--- config.mk ---
export PLATFORM = sky130hd
export DESIGN_NAME = lab4_cpu_oci_dct_packer_flat
export DESIGN_NICKNAME = d
export VERILOG_FILES = /design/src/rtl/lab4_cpu_oci_dct_pkg.sv /design/src/rtl/lab4_cpu_oci_dct_packer_if.sv /design/src/rtl/lab4_cpu_oci_dct_out_reg.sv /design/src/rtl/lab4_cpu_oci_dct_packer.sv /design/src/flat_wrapper.sv
export SDC_FILE = /design/constraint.sdc
export NUM_CORES = 1
export LEC_CHECK = 0
export CELL_PAD_IN_SITES_DETAIL_PLACEMENT = 0
export CELL_PAD_IN_SITES_GLOBAL_PLACEMENT = 1
export CORE_MARGIN = 2
export CORE_UTILIZATION = 35
export DETAILED_ROUTE_END_ITERATION = 16
export PLACE_DENSITY = 0.71
export SLEW_MARGIN = 20
export SYNTH_ARGS = -nofsm -noshare
export SYNTH_HDL_FRONTEND = slang
export SYNTH_SLANG_ARGS = --single-unit
--- constraint.sdc ---
create_clock -name clk -period 3 [get_ports clk]
set_input_delay 0.6 -clock clk [delete_from_list [all_inputs] [get_ports clk]]
set_output_delay 0.6 -clock clk [all_outputs]
set_load 0.02 [all_outputs]
--- src/rtl/lab4_cpu_oci_dct_pkg.sv ---
// Shared widths and FSM encoding for the OCI DCT trace-atom packer.
package lab4_cpu_oci_dct_pkg;

    localparam int DCT_ATOM_W    = 2;
    localparam int DCT_MAX_ATOMS = 15;
    localparam int DCT_BUF_W     = 30;
    localparam int DCT_CNT_W     = 4;

    typedef enum logic [1:0] {
        COLLECT,
        STALL,
        DRAIN,
        ENDED
    } dct_state_e;

endpackage

--- src/rtl/lab4_cpu_oci_dct_packer_if.sv ---
// Atom input and packed-frame output handshakes of the DCT packer.
interface lab4_cpu_oci_dct_packer_if;
    import lab4_cpu_oci_dct_pkg::*;

    logic                  atom_valid;
    logic [DCT_ATOM_W-1:0] atom;
    logic                  atom_ready;
    logic [DCT_BUF_W-1:0]  dct_buffer;
    logic [DCT_CNT_W-1:0]  dct_count;
    logic                  dct_valid;
    logic                  dct_ready;

    modport master (
        output atom_valid, atom, dct_ready,
        input  atom_ready, dct_buffer, dct_count, dct_valid
    );

    modport slave (
        input  atom_valid, atom, dct_ready,
        output atom_ready, dct_buffer, dct_count, dct_valid
    );

endinterface

--- src/rtl/lab4_cpu_oci_dct_out_reg.sv ---
// Single-entry output register holding one packed frame until the consumer takes it.
module lab4_cpu_oci_dct_out_reg
    import lab4_cpu_oci_dct_pkg::*;
(
    input  logic                 clk,
    input  logic                 reset,
    input  logic                 load,
    input  logic [DCT_BUF_W-1:0] load_buffer,
    input  logic [DCT_CNT_W-1:0] load_count,
    input  logic                 dct_ready,
    output logic                 can_load,
    output logic [DCT_BUF_W-1:0] dct_buffer,
    output logic [DCT_CNT_W-1:0] dct_count,
    output logic                 dct_valid
);

    // A new frame may enter when the slot is empty or is being consumed this cycle.
    assign can_load = !dct_valid || dct_ready;

    always_ff @(posedge clk) begin
        if (reset) begin
            dct_buffer <= '0;
            dct_count  <= '0;
            dct_valid  <= 1'b0;
        end else if (load) begin
            dct_buffer <= load_buffer;
            dct_count  <= load_count;
            dct_valid  <= 1'b1;
        end else if (dct_ready) begin
            dct_valid  <= 1'b0;
        end
    end

endmodule

--- src/rtl/lab4_cpu_oci_dct_packer.sv ---
// Packs 2-bit trace atoms into 15-atom DCT frames with flush and end-of-test drain.
// Optional drop counter enabled by defining LAB4_CPU_OCI_DCT_DROP_CNT_EN.
module lab4_cpu_oci_dct_packer
    import lab4_cpu_oci_dct_pkg::*;
(
    input  logic                      clk,
    input  logic                      reset,
    lab4_cpu_oci_dct_packer_if.slave  bus,
    input  logic                      flush,
    input  logic                      end_req,
    output logic                      test_ending,
    output logic                      test_has_ended
`ifdef LAB4_CPU_OCI_DCT_DROP_CNT_EN
    ,
    output logic [15:0]               drop_count
`endif
);

    localparam logic [DCT_CNT_W-1:0] MAX_CNT = DCT_CNT_W'(DCT_MAX_ATOMS);

    dct_state_e           state;
    logic [DCT_BUF_W-1:0] acc;
    logic [DCT_CNT_W-1:0] cnt;
    logic [DCT_BUF_W-1:0] acc_after;
    logic [DCT_CNT_W-1:0] cnt_after;
    logic [DCT_BUF_W-1:0] acc_n;
    logic [DCT_CNT_W-1:0] cnt_n;
    logic [DCT_BUF_W-1:0] load_buffer;
    logic [DCT_CNT_W-1:0] load_count;
    logic                 active;
    logic                 accept;
    logic                 can_load;
    logic                 load;
    logic                 flush_req;

    assign active         = (state == COLLECT) || (state == STALL);
    assign bus.atom_ready = active && !((cnt == MAX_CNT) && !can_load);
    assign accept         = bus.atom_valid && bus.atom_ready;
    assign acc_after      = accept ? {acc[DCT_BUF_W-DCT_ATOM_W-1:0], bus.atom} : acc;
    assign cnt_after      = accept ? cnt + 4'd1 : cnt;
    assign flush_req      = flush || (state == DRAIN);

    // A full accumulator is emitted before the new atom; otherwise the atom lands first.
    always_comb begin
        load        = 1'b0;
        load_buffer = acc_after;
        load_count  = cnt_after;
        acc_n       = acc_after;
        cnt_n       = cnt_after;
        if (cnt == MAX_CNT) begin
            load_buffer = acc;
            load_count  = cnt;
            if (can_load) begin
                load  = 1'b1;
                acc_n = accept ? {{(DCT_BUF_W-DCT_ATOM_W){1'b0}}, bus.atom} : '0;
                cnt_n = accept ? 4'd1 : 4'd0;
            end
        end else if ((cnt_after == MAX_CNT || flush_req) && cnt_after != '0 && can_load) begin
            load  = 1'b1;
            acc_n = '0;
            cnt_n = '0;
        end
    end

    always_ff @(posedge clk) begin
        if (reset) begin
            state          <= COLLECT;
            acc            <= '0;
            cnt            <= '0;
            test_ending    <= 1'b0;
            test_has_ended <= 1'b0;
        end else begin
            acc <= acc_n;
            cnt <= cnt_n;
            case (state)
                COLLECT, STALL: begin
                    if (end_req) begin
                        state       <= DRAIN;
                        test_ending <= 1'b1;
                    end else if (cnt_n == MAX_CNT && !load) begin
                        state <= STALL;
                    end else begin
                        state <= COLLECT;
                    end
                end
                DRAIN: begin
                    if (cnt == '0 && can_load) begin
                        state          <= ENDED;
                        test_has_ended <= 1'b1;
                    end
                end
                ENDED: state <= ENDED;
                default: state <= COLLECT;
            endcase
        end
    end

    lab4_cpu_oci_dct_out_reg u_out_reg (
        .clk         (clk),
        .reset       (reset),
        .load        (load),
        .load_buffer (load_buffer),
        .load_count  (load_count),
        .dct_ready   (bus.dct_ready),
        .can_load    (can_load),
        .dct_buffer  (bus.dct_buffer),
        .dct_count   (bus.dct_count),
        .dct_valid   (bus.dct_valid)
    );

`ifdef LAB4_CPU_OCI_DCT_DROP_CNT_EN
    always_ff @(posedge clk) begin
        if (reset) begin
            drop_count <= '0;
        end else if (active && bus.atom_valid && !bus.atom_ready && drop_count != 16'hFFFF) begin
            drop_count <= drop_count + 16'd1;
        end
    end
`endif

endmodule

--- src/flat_wrapper.sv ---
// flat-port wrapper written by rule: the top's interface ports become plain ports
module lab4_cpu_oci_dct_packer_flat import lab4_cpu_oci_dct_pkg::*;
  (clk, reset, flush, end_req, test_ending, test_has_ended, bus_atom_valid, bus_atom, bus_dct_ready, bus_atom_ready, bus_dct_buffer, bus_dct_count, bus_dct_valid);
  lab4_cpu_oci_dct_packer_if bus_i ();
  input  logic clk;
  input  logic reset;
  input  logic flush;
  input  logic end_req;
  output logic test_ending;
  output logic test_has_ended;
  input wire logic [$bits(bus_i.atom_valid)-1:0] bus_atom_valid;
  input wire logic [$bits(bus_i.atom)-1:0] bus_atom;
  input wire logic [$bits(bus_i.dct_ready)-1:0] bus_dct_ready;
  output wire logic [$bits(bus_i.atom_ready)-1:0] bus_atom_ready;
  output wire logic [$bits(bus_i.dct_buffer)-1:0] bus_dct_buffer;
  output wire logic [$bits(bus_i.dct_count)-1:0] bus_dct_count;
  output wire logic [$bits(bus_i.dct_valid)-1:0] bus_dct_valid;
  assign bus_i.atom_valid = bus_atom_valid;
  assign bus_i.atom = bus_atom;
  assign bus_i.dct_ready = bus_dct_ready;
  assign bus_atom_ready = bus_i.atom_ready;
  assign bus_dct_buffer = bus_i.dct_buffer;
  assign bus_dct_count = bus_i.dct_count;
  assign bus_dct_valid = bus_i.dct_valid;
  lab4_cpu_oci_dct_packer u_core (.clk(clk), .reset(reset), .bus(bus_i), .flush(flush), .end_req(end_req), .test_ending(test_ending), .test_has_ended(test_has_ended));
endmodule
* After elaboration in Yosys (flattened, before gate mapping)
Index checks and enable logic that the tools add are counted.
** Storage, ports and cells
- Register bits :: 73
- Output and inout bits :: 38
- Word-level logic and storage cells :: 59
- Input bits :: 8
** Operators by class
- Reduce and logical (&&, ||, !) cells :: 22
- Add/sub/neg operators :: 1
- Mux-type cells :: 21
- Eq/ne operators :: 7
** Operator list (number)
- two-way mux 30 bit :: 5
- two-way mux 4 bit :: 5
- == test 4 bit, second input constant :: 3
- logical AND 1 bit :: 7
- two-way mux 1 bit :: 7
- two-way mux 2 bit :: 3
- case mux 2 bit (3 select lines) :: 1
- adder 4 x 1 -> 4 bit, second input constant :: 1
- == test 2 bit, second input constant :: 2
- logical NOT 1 bit :: 4
- logical NOT 4 bit :: 1
- logical OR 1 bit :: 4
- AND reduction 2 bit :: 2
- nonzero test 4 bit :: 1
- == test 2 x 1 -> 1 bit, second input constant :: 1
- logical NOT 2 bit :: 1
- != test 2 bit, second input constant :: 1
- nonzero test 2 bit :: 1
- OR reduction 2 bit :: 1

* Logic depth before layout (Yosys ltp)
- Depth in word-level cells :: 19
- Mapped depth :: 12

* By module
A second synthesis with hierarchy kept.
** Unflattened totals
- Cell total of the unflattened synthesis :: 357
- Area, all modules :: 3398.3 µm²
** Modules (own cells, without submodules)
- lab4_cpu_oci_dct_packer :: times used 1, area an instance 2125.8 µm², cells each 243
- lab4_cpu_oci_dct_out_reg :: times used 1, area an instance 1272.5 µm², cells each 114

* Least setup slack after synthesis
Ideal clock, no wire load.
- Path kind :: flip-flop to flip-flop
- Start :: reg u_core.cnt[0]
- End :: reg u_core.u_out_reg.dct_buffer[10]
- Path buffers :: 3
- Cell stages (with the launch flop) :: 12
- Slack :: 0.603 ns
- Data required time :: 2.919 ns
- Arrival :: 2.316 ns
- Path through :: dfxtp_1 clkbuf_1 inv_1 ha_1 a21boi_0 o22ai_1 a221oi_2 o31a_1 buf_2 clkbuf_1 a21oi_1 a211oi_2
** On the way
- Longest elaborated chain between the ends :: 12
- Elaborated cells between the ends (all ways) :: 16
** RTL lines
- start, declared :: line lab4_cpu_oci_dct_packer.sv:23 : logic [DCT_CNT_W-1:0] cnt;
- start signal, assigned :: line lab4_cpu_oci_dct_packer.sv:74 : cnt <= cnt_n;
- == test 4 bit :: line lab4_cpu_oci_dct_packer.sv:37, lab4_cpu_oci_dct_packer.sv:50
- logical AND 1 bit :: line lab4_cpu_oci_dct_packer.sv:37 : assign bus.atom_ready = active && !((cnt == MAX_CNT) && !can_load);
- logical NOT 1 bit :: line lab4_cpu_oci_dct_packer.sv:37
- logical AND 1 bit :: line lab4_cpu_oci_dct_packer.sv:37
- logical AND 1 bit :: line lab4_cpu_oci_dct_packer.sv:38 : assign accept = bus.atom_valid && bus.atom_ready;
- two-way mux 4 bit :: line lab4_cpu_oci_dct_packer.sv:40 : assign cnt_after = accept ? cnt + 4'd1 : cnt;
- == test 4 bit :: line lab4_cpu_oci_dct_packer.sv:58 : end else if ((cnt_after == MAX_CNT || flush_req) && cnt_after != '0 && can_load) begin
- logical OR 1 bit :: line lab4_cpu_oci_dct_packer.sv:58
- logical AND 1 bit (2 in series) :: line lab4_cpu_oci_dct_packer.sv:58
- two-way mux 1 bit :: line lab4_cpu_oci_dct_packer.sv:58
- two-way mux 1 bit :: line lab4_cpu_oci_dct_packer.sv:50 : if (cnt == MAX_CNT) begin
- end signal, assigned :: line lab4_cpu_oci_dct_out_reg.sv:26 : dct_buffer <= load_buffer;
- end, declared :: line lab4_cpu_oci_dct_out_reg.sv:12 : output logic [DCT_BUF_W-1:0] dct_buffer,
Several ways; a longest one is shown, not always the timed one.
A chain may end at the register's enable or synchronous reset.

* Worst setup path after layout
- Start :: reg u_core.cnt[0]
- End :: out bus_atom_ready
** On the way
- Longest elaborated chain between the ends :: 4
** RTL lines
- == test 4 bit :: line lab4_cpu_oci_dct_packer.sv:37
- logical AND 1 bit :: line lab4_cpu_oci_dct_packer.sv:37
- logical NOT 1 bit :: line lab4_cpu_oci_dct_packer.sv:37
- logical AND 1 bit :: line lab4_cpu_oci_dct_packer.sv:37
- end, declared :: line flat_wrapper.sv:14 : output wire logic [$bits(bus_i.atom_ready)-1:0] bus_atom_ready;
Every way passes these cells.

==> impl_metrics.py <==
metrics = {
    "grt": {
        "antenna_found_initial": 0,
        "grt_overflow_total": 0,
        "grt_pass1_vias": 2579,
        "grt_first_pass_wirelength_um": 13010,
        "grt_max_degree": 41,
        "grt.total_usage_pct": 14.49,
    },
    "cts": {
        "clock-sinks": 73,
        "cts_resized": 0,
        "htreeDepth": 3,
        "numCtsBuffers": 9,
        "cts_setup_buffers": 0,
        "path_clk_slew_ns": 0.08,
        "root_buffer": "clkbuf_8",
        "clockBufferDepth": 2,
        "clkLatencyLatePin_ns": 0.35,
        "cts_tree": "done",
        "cts_hold_buffers": 0,
    },
    "synthesis": {
        "yosys.area.top_type_share_pct": 40.63,
        "yosysSeqAreaShare_pct": 40.63,
        "synth_cell_types": 42,
        "netlist_area_um2": 3597,
        "synth_seq_cells": 73,
        "synth.largest_area_cell": "dfxtp_1",
        "ys_warn_count": 0,
        "syn_area_per_cell_um2": 10.67,
        "synth_fp_nets": 347,
        "syn_inst": 337,
        "ys_top_cells_by_area": "dfxtp_1, mux2i_1, a211oi_2",
    },
    "cells_and_area": {
        "finalNetCount": 384,
        "layout_common_cells": "dfxtp_1, mux2i_1, clkdlybuf4s50_1, a21oi_1, nor3_2",
        "final_common_cell": "dfxtp_1",
        "final_cells": 515,
        "area_growth_pct": 21.15,
        "drive_gt1_share_pct": 25.07,
        "antennaDiodeCount": 0,
    },
    "drt": {
        "wl_um": 7954,
        "wl_per_cell_um": 15.44,
        "routed_via_density": 5.307,
        "vias": 2733,
        "firstDrtPassIters": 4,
        "final_antenna_net_count": 0,
        "drcViolationCount": 0,
        "drt_iter0_drc": 89,
    },
    "setup_path": {
        "cp_data_required_time_ns": 2.40,
        "slowest_stage": "clkdlybuf4s50_1",
        "start_kind": "register",
        "crit_path_max_incr_delay_ns": 0.55,
        "crit_chain": "ha_1 > and3_1 > a21oi_1 > clkdlybuf4s50_1",
        "crit_type": "register to output port",
        "end_kind": "output port",
        "critPathMaxFanout": 8,
        "arrival_ns": 2.29,
    },
    "sta": {
        "setup_viol_count_final": 0,
        "setup_tns_ns": 0,
        "report.final.slew_viol_count": 0,
        "hold_viol": 0,
        "rsz0062_at_grt": "no",
        "fin_crit_sh_pct": 96.47,
        "fmax_ghz": 0.3455,
        "tightestPinTransition_ns": 0.6050,
        "slew_headroom_pct": 59.66,
        "clock_skew_ns": 0.008351,
        "period_needed_ns": 2.894,
    },
    "power_and_ir_drop": {
        "p_sw_w": 0.0007509,
        "swShare_pct": 31.78,
        "peakVddDrop_uv": 233.3,
        "p_per_area_nw_per_um2": 542.2,
        "p_int_w": 0.001612,
        "power.share.combinational_pct": 25.3,
        "clkPwrFrac_pct": 29.2,
        "p_leak_nw": 1.563,
        "seqPwrFrac_pct": 45.5,
    },
    "placed_design": {
        "gp_congestion": 0.8221,
        "post-place-cells": 499,
        "hpwl_um": 5034,
        "portBuffers": 45,
    },
    "floorplan": {
        "io_pins": 46,
        "design.core.area_um2": 10140,
        "die_h_um": 105.4,
        "initial_core_util_pct": 35.48,
        "die_area_um2": 11100,
        "fp-row-count": 37,
        "die_x_um": 105.4,
    },
    "status": {
        "status": "completed",
    },
    "hold_path": {
        "hp-class": "register to register",
    },
    "run": {
        "max_cap_violations": 0,
    },
}
==> area by class of cell <==
class,instances,area (µm²)
repair buffers,59,603.1
fillers,977,5781
clock inverters,5,31.28
well taps,136,170.2
flip-flops and latches,73,1461
inverters,4,15.01
clock buffers,11,141.4
multi-input cells,227,1936
==> cells by family (layout without fill, tap and decap cells) <==
kind of cell / Yosys count / in the layout / synth area share (%)
flops: 73 / 73 / 40.63
fa+ha+maj: 2 / 2 / 0.6955
xor+xnor: 2 / 2 / 0.4870
mux: 59 / 59 / 16.42
simple gates: 66 / 66 / 13.43
compound gates: 98 / 98 / 22.64
buf+inv: 37 / 79 / 5.704
==> power groups by stage <==
| stage | Clock (W) | Sequential (W) | Combinational (W) |
|---|---|---|---|
| final | 0.000691 | 0.00107 | 0.000598 |
| after global routing | 0.000759 | 0.00108 | 0.000642 |
| after CTS | 0.000711 | 0.00107 | 0.000604 |
| after detailed placement | 0 | 0.00110 | 0.000601 |
| after global placement | 0 | 0.00110 | 0.000597 |
| after floorplan | 0 | 0.00116 | 0.000332 |
==> metal layers <==
metal	global-route usage [%]	part of all wire (%)	vias to the layer above
met5	0	0	-
met4	6.286	1.6	0
met3	3.154	4.5	11
met2	20.46	42	60
met1	21.03	52	1345
li1	-	-	1317
==> worst max-delay path, delay by kind of cell, from the launching register on <==
family	cells	cell delay, ns
adder cells (fa/ha/maj)	1	0.34
buffers and inverters	1	0.55
AND/OR/NAND/NOR	1	0.41
AO/OA/AOI/OAI	1	0.11
flip-flops	1	0.53
==> metrics by stage <==
stage | instance area, µm² | setup WS (ns) | hold WS (ns) | power (W) | utilization, %
floorplan | 3597 | 0.6030 | 0.4956 | 0.001491 | -
global placement | 4185 | 0.2449 | 0.4522 | 0.001693 | 41.28
detailed placement | 4185 | 0.1917 | 0.4596 | 0.001696 | 41.28
CTS | 4358 | 0.1276 | 0.4796 | 0.002390 | 42.98
global route | 4358 | 0.04039 | 0.4979 | 0.002483 | 42.98
finish | 4358 | 0.1060 | 0.4708 | 0.002363 | 42.98
==> worst paths after layout <==
| kind | from | end | slack (ns) | cells past startpoint |
|---|---|---|---|---|
| hold / removal | u_core.test_ending | u_core.test_ending | 0.47 | 2 |
| hold reg to reg | u_core.test_ending | u_core.test_ending | 0.47 | 2 |
| setup reg to reg | u_core.cnt[0] | u_core.u_out_reg.dct_buffer[20] | 0.24 | 8 |
| setup / recovery | u_core.cnt[0] | bus_atom_ready | 0.11 | 4 |
==> cells in the mapped netlist <==
cell type and instances:
a211oi_1 6, a211oi_2 29, a21boi_0 1, a21o_1 1, a21oi_1 38, a21oi_4 1, a221oi_2 1, a22o_1 1
a22oi_1 2, a311oi_1 2, a31oi_1 1, a41oi_1 1, and2_1 2, and3_1 1, buf_1 1, buf_2 5
buf_4 2, buf_6 7, clkbuf_1 18, dfxtp_1 73, ha_1 2, inv_1 4, mux2i_1 59, nand2_1 8
nand2b_1 2, nand3_1 5, nand4b_1 1, nor2_1 9, nor2b_1 3, nor3_1 2, nor3_2 31, nor4b_1 1
o2111ai_4 1, o211ai_1 2, o21a_1 1, o21ai_0 5, o22ai_1 2, o311a_1 1, o31a_1 2, or2_0 1
xnor2_1 1, xor2_1 1
==> state kept, by name, indices dropped and copies added, names as in the netlist <==
signal,flops
u_core.test_has_ended,1
u_core.cnt,4
u_core.u_out_reg.dct_valid,1
u_core.test_ending,1
u_core.u_out_reg.dct_buffer,30
u_core.state,2
u_core.u_out_reg.dct_count,4
u_core.acc,30
No activity file was read; power rests on OpenSTA's default activity.
